$ cat src/rtl/handshake_echo_app_multi.sv
// Handshake echo responder: RX header FIFO -> registered flow-table lookup -> held reply header.
// Optional macro HANDSHAKE_ECHO_OVF_CNT_EN implements rx_overflow_cnt; otherwise it reads 0.
`ifndef TCP_HEADER_WIDTH
`define TCP_HEADER_WIDTH 160
`endif
`ifndef FLOW_ID_W
`define FLOW_ID_W 4
`endif
`ifndef IP_ADDR_WIDTH
`define IP_ADDR_WIDTH 32
`endif
`ifndef FLOW_LOOKUP_ENTRY_WIDTH
`define FLOW_LOOKUP_ENTRY_WIDTH 64
`endif

module handshake_echo_app_multi #(
    parameter int          RX_FIFO_DEPTH = 16,
    parameter int          REPLY_MODE    = 0,
    parameter logic [31:0] ACK_INCR      = 32'd1,
    parameter logic [31:0] ISN           = 32'h0
) (
    input  logic                                clk,
    input  logic                                rst_n,
    input  logic                                engine_recv_header_val,
    input  logic [`TCP_HEADER_WIDTH-1:0]        engine_recv_tcp_hdr,
    input  logic [`FLOW_ID_W-1:0]               engine_recv_flowid,
    input  logic                                new_idtoaddr_lookup_val,
    input  logic [`FLOW_ID_W-1:0]               new_idtoaddr_lookup_flow_id,
    input  logic [`FLOW_LOOKUP_ENTRY_WIDTH-1:0] new_idtoaddr_lookup_entry,
    output logic                                tx_tcp_hdr_val,
    output logic [`IP_ADDR_WIDTH-1:0]           tx_src_ip,
    output logic [`IP_ADDR_WIDTH-1:0]           tx_dst_ip,
    output logic [`TCP_HEADER_WIDTH-1:0]        tx_tcp_hdr,
    input  logic                                tx_tcp_hdr_rdy,
    output logic [15:0]                         rx_overflow_cnt,
    output logic [15:0]                         filtered_cnt
);
    localparam int HW = `TCP_HEADER_WIDTH;
    localparam int FW = `FLOW_ID_W;
    localparam int EW = `FLOW_LOOKUP_ENTRY_WIDTH;
    localparam int IW = `IP_ADDR_WIDTH;
    localparam int AW = $clog2(RX_FIFO_DEPTH);
    localparam int TABLE_SIZE = 1 << FW;
    // Header field MSB positions (tcp_packet_header packed MSB-first)
    localparam int SPORT_MSB = HW - 1;
    localparam int DPORT_MSB = HW - 17;
    localparam int SEQ_MSB   = HW - 33;
    localparam int ACK_MSB   = HW - 65;
    localparam int FLAGS_MSB = HW - 105;
    localparam int SYN_BIT   = FLAGS_MSB - 6;

    typedef enum logic [1:0] {IDLE, LOOKUP, OUTPUT} state_t;
    state_t state_reg, state_next;

    // Receive FIFO: pointers carry one extra wrap bit
    logic [HW-1:0] fifo_hdr_mem  [RX_FIFO_DEPTH];
    logic [FW-1:0] fifo_flow_mem [RX_FIFO_DEPTH];
    logic [AW:0]   wr_ptr_reg, rd_ptr_reg;
    logic          fifo_empty, fifo_full, push, pop, accept, filter;
    logic [HW-1:0] head_hdr, reply_hdr;
    logic [FW-1:0] head_flow;

    assign fifo_empty = (wr_ptr_reg == rd_ptr_reg);
    assign fifo_full  = (wr_ptr_reg[AW] != rd_ptr_reg[AW]) &&
                        (wr_ptr_reg[AW-1:0] == rd_ptr_reg[AW-1:0]);
    // Fullness is sampled before any same-cycle pop, so a push while full is always dropped
    assign push      = engine_recv_header_val && !fifo_full;
    assign head_hdr  = fifo_hdr_mem[rd_ptr_reg[AW-1:0]];
    assign head_flow = fifo_flow_mem[rd_ptr_reg[AW-1:0]];

    always_ff @(posedge clk) begin
        if (push) begin
            fifo_hdr_mem[wr_ptr_reg[AW-1:0]]  <= engine_recv_tcp_hdr;
            fifo_flow_mem[wr_ptr_reg[AW-1:0]] <= engine_recv_flowid;
        end
    end

    always_ff @(posedge clk or negedge rst_n) begin
        if (!rst_n) begin
            wr_ptr_reg <= '0;
            rd_ptr_reg <= '0;
        end else begin
            if (push) wr_ptr_reg <= wr_ptr_reg + 1'b1;
            if (pop)  rd_ptr_reg <= rd_ptr_reg + 1'b1;
        end
    end

    // Flow table, one row per flow id
    logic [EW-1:0] table_mem [TABLE_SIZE];
    logic [EW-1:0] table_rd_reg;

    generate
        for (genvar gi = 0; gi < TABLE_SIZE; gi++) begin : g_table_row
            always_ff @(posedge clk or negedge rst_n) begin
                if (!rst_n)
                    table_mem[gi] <= '0;
                else if (new_idtoaddr_lookup_val && new_idtoaddr_lookup_flow_id == FW'(gi))
                    table_mem[gi] <= new_idtoaddr_lookup_entry;
            end
        end
    endgenerate

    always_comb begin
        reply_hdr = head_hdr;
        reply_hdr[SPORT_MSB -: 16] = head_hdr[DPORT_MSB -: 16];
        reply_hdr[DPORT_MSB -: 16] = head_hdr[SPORT_MSB -: 16];
        if (REPLY_MODE == 1) begin
            reply_hdr[FLAGS_MSB -: 8] = 8'h12;
            reply_hdr[SEQ_MSB -: 32]  = ISN;
            reply_hdr[ACK_MSB -: 32]  = head_hdr[SEQ_MSB -: 32] + 32'd1;
        end else begin
            reply_hdr[ACK_MSB -: 32]  = head_hdr[ACK_MSB -: 32] + ACK_INCR;
        end
    end

    always_comb begin
        state_next = state_reg;
        pop        = 1'b0;
        accept     = 1'b0;
        filter     = 1'b0;
        case (state_reg)
            IDLE: begin
                if (!fifo_empty) begin
                    pop = 1'b1;
                    if (REPLY_MODE == 1 && !head_hdr[SYN_BIT]) begin
                        filter = 1'b1;
                    end else begin
                        accept     = 1'b1;
                        state_next = LOOKUP;
                    end
                end
            end
            LOOKUP:  state_next = OUTPUT;
            OUTPUT:  if (tx_tcp_hdr_rdy) state_next = IDLE;
            default: state_next = IDLE;
        endcase
    end

    logic [HW-1:0] hdr_reg, tx_hdr_reg;
    logic [IW-1:0] tx_src_ip_reg, tx_dst_ip_reg;
    logic [15:0]   filtered_cnt_reg;

    // The table entry is read at pop time, so later writes cannot reach this reply
    always_ff @(posedge clk or negedge rst_n) begin
        if (!rst_n) begin
            state_reg        <= IDLE;
            hdr_reg          <= '0;
            table_rd_reg     <= '0;
            tx_hdr_reg       <= '0;
            tx_src_ip_reg    <= '0;
            tx_dst_ip_reg    <= '0;
            filtered_cnt_reg <= '0;
        end else begin
            state_reg <= state_next;
            if (accept) begin
                hdr_reg      <= reply_hdr;
                table_rd_reg <= table_mem[head_flow];
            end
            if (state_reg == LOOKUP) begin
                tx_hdr_reg    <= hdr_reg;
                tx_src_ip_reg <= table_rd_reg[EW-1 -: IW];
                tx_dst_ip_reg <= table_rd_reg[IW-1:0];
            end
            if (filter && filtered_cnt_reg != 16'hFFFF)
                filtered_cnt_reg <= filtered_cnt_reg + 16'd1;
        end
    end

    assign tx_tcp_hdr_val = (state_reg == OUTPUT);
    assign tx_tcp_hdr     = tx_hdr_reg;
    assign tx_src_ip      = tx_src_ip_reg;
    assign tx_dst_ip      = tx_dst_ip_reg;
    assign filtered_cnt   = filtered_cnt_reg;

`ifdef HANDSHAKE_ECHO_OVF_CNT_EN
    logic [15:0] ovf_cnt_reg;
    always_ff @(posedge clk or negedge rst_n) begin
        if (!rst_n)
            ovf_cnt_reg <= '0;
        else if (engine_recv_header_val && fifo_full && ovf_cnt_reg != 16'hFFFF)
            ovf_cnt_reg <= ovf_cnt_reg + 16'd1;
    end
    assign rx_overflow_cnt = ovf_cnt_reg;
`else
    assign rx_overflow_cnt = 16'h0;
`endif

endmodule
$ cat config.mk
export PLATFORM = sky130hd
export DESIGN_NAME = handshake_echo_app_multi
export DESIGN_NICKNAME = d
export VERILOG_FILES = /design/src/rtl/handshake_echo_app_multi.sv
export SDC_FILE = /design/constraint.sdc
export NUM_CORES = 2
export LEC_CHECK = 0
export BUFFER_PORTS_ARGS = -buffer_cell sky130_fd_sc_hd__buf_2
export CORE_MARGIN = 3
export CORE_UTILIZATION = 62
export DETAILED_ROUTE_END_ITERATION = 7
export PLACE_DENSITY_LB_ADDON = 0.2
export SLEW_MARGIN = 20
export SYNTH_ARGS = -nofsm -noshare
export SYNTH_HDL_FRONTEND = slang
export SYNTH_SLANG_ARGS = --single-unit
$ cat constraint.sdc
create_clock -name clk -period 16 [get_ports clk]
set_clock_uncertainty 0.2 [all_clocks]
set_input_delay 1.6 -clock clk [delete_from_list [all_inputs] [get_ports clk]]
set_output_delay 1.6 -clock clk [all_outputs]
set_load 0.03 [all_outputs]
Yosys cells after proc, flatten, opt, wreduce, memory -nomap -nowiden. Memory sizes are Yosys's and may differ from the RTL's. Index checks and enable logic that the tools add are counted.

Logic and storage cells: 85. Register bits after elaboration: 1484. Output and inout bits: 257. Input bits: 237. RAM bits: 2624. Memories: 2.

Memories: fifo_hdr_mem (depth 16, width 160, rd ports 1, clocked after memory_dff 0, write ports 1, line 56) `logic [HW-1:0] fifo_hdr_mem [RX_FIFO_DEPTH];`; fifo_flow_mem (depth 16, width 4, rd ports 1, clocked after memory_dff 0, write ports 1, line 57) `logic [FW-1:0] fifo_flow_mem [RX_FIFO_DEPTH];`.

Bitwise operators: 1. Add/subtract/negate cells: 3. $lt $le $gt $ge: 1. Reduce and logical (&&, ||, !) cells: 22. Mux-type cells: 10. Equal/unequal tests: 22.

Operators with widths (count): 64-bit binary-select mux with 4-bit select (1); 64-bit two-way mux (2); 32-bit by 1-bit adder with 32-bit output, second input constant (1); 4-bit == test, second input constant (8); 1-bit logical AND (18); 4-bit by 3-bit == test with 1-bit output, second input constant (4); 5-bit by 1-bit adder with 5-bit output, second input constant (2); 4-bit by 2-bit == test with 1-bit output, second input constant (2); 2-bit one-hot mux with 3 select lines (1); 5-bit == test (1); 5-bit greater-or-equal comparator, second input constant (1); 4-bit NOT with 5-bit output (1); 4-bit by 1-bit == test with 1-bit output, second input constant (1); 4-bit == test (1); 4-bit logical NOT (1); 1-bit two-way mux (4); 2-bit two-way mux (2); 2-bit by 1-bit == test with 1-bit output, second input constant (1); 2-bit == test, second input constant (1); 2-bit logical NOT (1); 2-bit by 1-bit inequality test with 1-bit output, second input constant (1); 2-bit inequality test, second input constant (1); 2-bit AND reduction (1); 1-bit logical NOT (1); 1-bit inequality test (1).

Logic depth before layout (Yosys ltp).
Depth in word-level cells: 6. Mapped depth: 14. Mapped depth without buffers: 10.

Least setup slack after synthesis. No wires, ideal clock.

Kind: input to register. Start point: in engine_recv_header_val. End point: mem fifo_flow_mem[3][0] (netlist bit), enable pin. Data required time: 14.912 ns. Data arrival time: 13.171 ns. Buffers on the path: 1. Stages: 4. Path slack: 1.741 ns. Library setup time: 0.888 ns. Cells stage by stage: and2_1 clkbuf_1 nand2_1 nor3_1.

Word-level cells in the longest chain between the ends: 3.

RTL lines: from (decl) (line 24) `input logic engine_recv_header_val,`; 1-bit logical AND (line 67) `assign push = engine_recv_header_val && !fifo_full;`; 1-bit two-way mux (line 72) `if (push) begin`; 1-bit two-way mux (not written as such) (line 74) `fifo_flow_mem[wr_ptr_reg[AW-1:0]] <= engine_recv_flowid;`; to (decl) (line 57).

No other way between the ends.

Worst setup path in the final report.
Start point: reg rd_ptr_reg[1]. End point: reg table_rd_reg[34].

Word-level cells in the longest chain between the ends: 5. Elaborated cells on any way between the ends: 8. Classes of those cells: eq/ne (1); mux (5); bitwise (1); memory (1).

RTL lines: from (decl) (line 58) `logic [AW:0] wr_ptr_reg, rd_ptr_reg;`; from (signal assigned) (line 84) `if (pop) rd_ptr_reg <= rd_ptr_reg + 1'b1;`; memory 16 x 4 bit; 4-bit NOT with 5-bit output (not written as such) (line 157) `table_rd_reg <= table_mem[head_flow];`; 64-bit binary-select mux with 4-bit select (line 157); 64-bit two-way mux (not written as such) (2 in a row) (line 157); to (signal assigned) (line 157); to (decl) (line 90) `logic [EW-1:0] table_rd_reg;`.

Parallel ways exist; a longest one is shown, timed or not. The select of a mux whose other input is x is not followed. A chain may end at the register's enable or synchronous reset.

==> flow_summary.html <==
<table>
<tr><th>Metric</th><th>Value</th></tr>
<tr><th colspan="2">Run status</th></tr>
<tr><td>Outcome</td><td>finished clean</td></tr>
<tr><th colspan="2">Detailed routing</th></tr>
<tr><td>Highest routing layer actually used</td><td>met5</td></tr>
<tr><td>Met3 wire length</td><td>between 30 and 40 mm</td></tr>
<tr><td>Post-detailed-route DRC marker count</td><td>0</td></tr>
<tr><td>Total number of vias</td><td>between 70000 and 80000</td></tr>
<tr><td>Routed Wire Length</td><td>385 mm</td></tr>
<tr><td>Detail Route Antenna Nets</td><td>0</td></tr>
<tr><td>Drt initial violations</td><td>8081</td></tr>
<tr><td>Detailed-route wire length on metal 1</td><td>148 mm</td></tr>
<tr><td>Detailed route wirelength on metal2</td><td>193 mm</td></tr>
<tr><td>Average wire per cell in the routed design</td><td>31.6 um</td></tr>
<tr><td>Routed via count divided by cell count</td><td>~6.5</td></tr>
<tr><td>Router iterations before antenna repair</td><td>5</td></tr>
<tr><th colspan="2">Timing</th></tr>
<tr><td>Worst Tran Pin Value</td><td>between 1 and 1.5 ns</td></tr>
<tr><td>Number of hold violations in the final report</td><td>0</td></tr>
<tr><td>Setup repair after global routing missed its margin</td><td>false</td></tr>
<tr><td>Highest Clock Rate</td><td>164 MHz</td></tr>
<tr><td>Max_slew headroom</td><td>0.233</td></tr>
<tr><td>Period Utilization, post-route</td><td>0.382</td></tr>
<tr><td>Final Critical Period</td><td>between 6 and 7 ns</td></tr>
<tr><td>Slew Limit Fails</td><td>0</td></tr>
<tr><td>Setup tns final</td><td>0 ns</td></tr>
<tr><td>Setup-violating endpoint count in the final report</td><td>0</td></tr>
<tr><th colspan="2">GRT</th></tr>
<tr><td>Vias in the first global route</td><td>84250</td></tr>
<tr><td>Overall global routing resource usage</td><td>0.292</td></tr>
<tr><td>Maximum number of pins on one net before global-route repair</td><td>193</td></tr>
<tr><td>GRT overflow</td><td>0</td></tr>
<tr><td>Antenna violations before repair</td><td>103</td></tr>
<tr><td>Wire length of the first global-routing pass</td><td>571 mm</td></tr>
<tr><th colspan="2">Synthesis</th></tr>
<tr><td>Part of the Yosys area used for sequential elements</td><td>0.715</td></tr>
<tr><td>Synth warn</td><td>0</td></tr>
<tr><td>Post-synth top cells</td><td>edfxtp_1 (2624), dfrtp_1 (1484), mux2_2 (1387)</td></tr>
<tr><td>Post-synth top area share</td><td>0.486</td></tr>
<tr><td>Area contributors post-synth</td><td>edfxtp_1 (49%), dfrtp_1 (23%), mux4_2 (14%)</td></tr>
<tr><td>Post-synth EDFFs</td><td>2624</td></tr>
<tr><td>Most instantiated flip-flop cell in the synthesis netlist</td><td>edfxtp_1</td></tr>
<tr><td>Synthesized instance count</td><td>7790</td></tr>
<tr><td>Most instantiated library cell after synthesis</td><td>edfxtp_1</td></tr>
<tr><td>Average size of a mapped cell</td><td>roughly 21 um2</td></tr>
<tr><td>Library cell occupying the most area in the post-synthesis netlist</td><td>edfxtp_1</td></tr>
<tr><td>Post-synthesis async set-or-reset flop share</td><td>0.361</td></tr>
<tr><td>Count of different cell masters after synthesis</td><td>67</td></tr>
<tr><td>Synthesis-stage register bit count</td><td>approximately 4000</td></tr>
<tr><td>Cell Area, Synth</td><td>around 160000 um2</td></tr>
<tr><th colspan="2">Layout</th></tr>
<tr><td>Area added between synthesis and finish</td><td>11.7%</td></tr>
<tr><td>Fin area</td><td>between 150000 and 200000 um2</td></tr>
<tr><td>Filler cell count</td><td>15580</td></tr>
<tr><td>Sequential cell area</td><td>116000 um2</td></tr>
<tr><td>Number of nets in the final layout</td><td>between 8000 and 9000</td></tr>
<tr><td>Ratio of cells with drive above 1 in the final layout</td><td>0.425</td></tr>
<tr><td>Max reg flops</td><td>between 2000 and 3000</td></tr>
<tr><td>Area taken by multi-input logic gates</td><td>43800 um2</td></tr>
<tr><th colspan="2">Power and ir drop</th></tr>
<tr><td>Standby leakage power</td><td>65.3 nW</td></tr>
<tr><td>Ratio of total power to cell area</td><td>191 nW/um2</td></tr>
<tr><td>Maximum vdd ir drop</td><td>about 240 uV</td></tr>
<tr><th colspan="2">Placement</th></tr>
<tr><td>Number of port buffers</td><td>461</td></tr>
<tr><td>Placed cell area</td><td>168000 um2</td></tr>
<tr><td>Routability-driven placement congestion ratio</td><td>slightly below 0.8</td></tr>
<tr><td>Detailed placement HPWL</td><td>197 mm</td></tr>
<tr><th colspan="2">Worst setup path</th></tr>
<tr><td>Worst Path Class, Setup</td><td>flip-flop to flip-flop</td></tr>
<tr><td>WP data required</td><td>between 15 and 20 ns</td></tr>
<tr><td>Endpoint type of the worst setup path</td><td>flip-flop</td></tr>
<tr><td>Top fanout value on the critical path</td><td>109</td></tr>
<tr><td>Reg2Reg Capture Point</td><td>table_rd_reg[34]</td></tr>
<tr><td>Cell depth of the worst flop-to-flop path</td><td>11</td></tr>
<tr><td>Worst R2R Start</td><td>rd_ptr_reg[1]</td></tr>
<tr><td>Worst reg2reg setup slack</td><td>9.89 ns</td></tr>
<tr><td>Capturing element of the worst setup path</td><td>table_rd_reg[34]</td></tr>
<tr><td>Arrival time at the worst endpoint</td><td>between 6 and 7 ns</td></tr>
<tr><td>Kind of launch point of the worst setup path</td><td>flip-flop</td></tr>
<tr><td>Crit path from</td><td>rd_ptr_reg[1]</td></tr>
<tr><th colspan="2">Min path</th></tr>
<tr><td>Hold Path Class</td><td>flip-flop to flip-flop</td></tr>
<tr><th colspan="2">Clock tree</th></tr>
<tr><td>Clock transition at the registers of the reported paths</td><td>~0.06 ns</td></tr>
<tr><td>Hold-fix buffer count after cts</td><td>0</td></tr>
<tr><td>Clock root cell</td><td>clkbuf_16</td></tr>
<tr><td>Clock net sink count</td><td>4108</td></tr>
<tr><td>Total of cells resized after clock tree synthesis</td><td>0</td></tr>
<tr><td>Worst-skew pair later-pin latency</td><td>0.90 ns</td></tr>
<tr><td>Buffers inserted by post-CTS timing repair</td><td>0</td></tr>
<tr><td>Maximum level of the CTS H-tree</td><td>5</td></tr>
<tr><td>Number of buffers on the longest clock path</td><td>4</td></tr>
<tr><td>Clock buffers created by TritonCTS</td><td>a little over 400</td></tr>
<tr><td>Clock tree from TritonCTS</td><td>built</td></tr>
<tr><th colspan="2">Floorplanning</th></tr>
<tr><td>Number of rows created at floorplan</td><td>187</td></tr>
<tr><td>Initial cell density of the core</td><td>0.624</td></tr>
<tr><td>Die Width</td><td>517 um</td></tr>
<tr><td>Count of pins on the block boundary</td><td>494</td></tr>
<tr><td>Area of the core region</td><td>260000 um2</td></tr>
<tr><td>Die outline area</td><td>268000 um2</td></tr>
<tr><td>Die Y-Extent</td><td>just over 500 um</td></tr>
<tr><th colspan="2">Run</th></tr>
<tr><td>Max-cap viol count</td><td>0</td></tr>
</table>
==> area by class of cell <==
class	instances	area share
sequential	4108	0.640
clock buffer	565	0.0630
timing repair buffer	608	0.0201
multi-input combinational	3173	0.242
antenna	64	0.000884
clock inverter	177	0.00977
tap	3496	0.0241
inverter	10	0.000290
==> cells by family (layout without fill, tap and decap cells) <==
logic type / Yosys count / count (layout) / share of synthesized area
xor+xnor: 42 / 42 / 0.00227
mux: 2463 / 2463 / 0.243
buf+inv: 540 / 1360 / 0.0172
other cells: 1 / 96 / 0.0000231
flops: 4108 / 4108 / 0.715
fa+ha+maj: 6 / 6 / 0.000463
compound gates: 232 / 232 / 0.00979
simple gates: 398 / 398 / 0.0125
==> through the flow <==
stage | hold WS, ns | total power [mW] | setup slack (ns) | cells | utilization
after global placement | 0.264 | 25.1 | 9.83 | 11391 | 0.645
after CTS | 0.286 | 34.8 | 9.74 | 12133 | 0.696
final | 0.281 | 34.6 | 9.89 | 12201 | 0.697
after floorplan | 0.241 | 22.5 | 1.74 | 7821 | -
after global routing | 0.305 | 36.0 | 9.45 | 12166 | 0.696
after detailed placement | 0.270 | 25.4 | 9.80 | 11391 | 0.645
==> how the worst min path moves through the flow <==
| stage | from | end | slack (ns) | depth (start not counted) |
|---|---|---|---|---|
| finish | hdr_reg[65] | hdr_reg[65] | 0.28 | 2 |
| global placement | hdr_reg[74] | hdr_reg[74] | 0.26 | 2 |
| floorplan | hdr_reg[65] | hdr_reg[65] | 0.24 | 2 |
| CTS | hdr_reg[65] | hdr_reg[65] | 0.29 | 2 |
| detailed placement | hdr_reg[78] | hdr_reg[78] | 0.27 | 2 |
| global route | tx_tcp_hdr[3] | tx_tcp_hdr[3] | 0.31 | 1 |
==> critical path: stages, from the launching register on <==
cell and delay (ns):
dfrtp_4 0.99, buf_4 0.70, mux4_2 0.34, nand2_1 0.05
and3_1 0.24, a21oi_4 0.14, buf_12 0.43, buf_12 0.64
buf_4 0.84, mux4_2 0.61, a22oi_1 0.21, nand3_1 0.10
==> where the power goes <==
group / switching (mW) / internal, mW
sequential: 0.980 / 13.2
combinational: 5.75 / 5.23
clock: 3.96 / 5.42
==> routing by layer <==
metal  GRT usage  up-vias
li1            -    32325
met2       0.477     3576
met5           0        -
met3      0.0544      790
met4       0.100       50
met1       0.403    42995
==> cells in the final DEF, fill, tap and decap left out, drive strengths merged, types with 3 or more instances in the layout <==
cell type  instances
diode             64
or3                4
clkinvlp          11
nand2            141
buf              608
nor2b             71
a221oi            13
xnor2             25
clkbuf           565
mux4            1027
nor3              10
ha                 6
nand2b            12
xor2              17
inv               25
and2               4
bufinv            27
dfrtp           1484
nor2              39
nand3b             3
nand4              8
edfxtp          2624
mux2            1387
mux2i             49
nor4              12
and3               6
a22oi             90
a21o               4
nand3             79
o21ai             39
a21oi             71
a22o               4
conb              32
clkinv           124
Power figures use the tool's default switching activity.
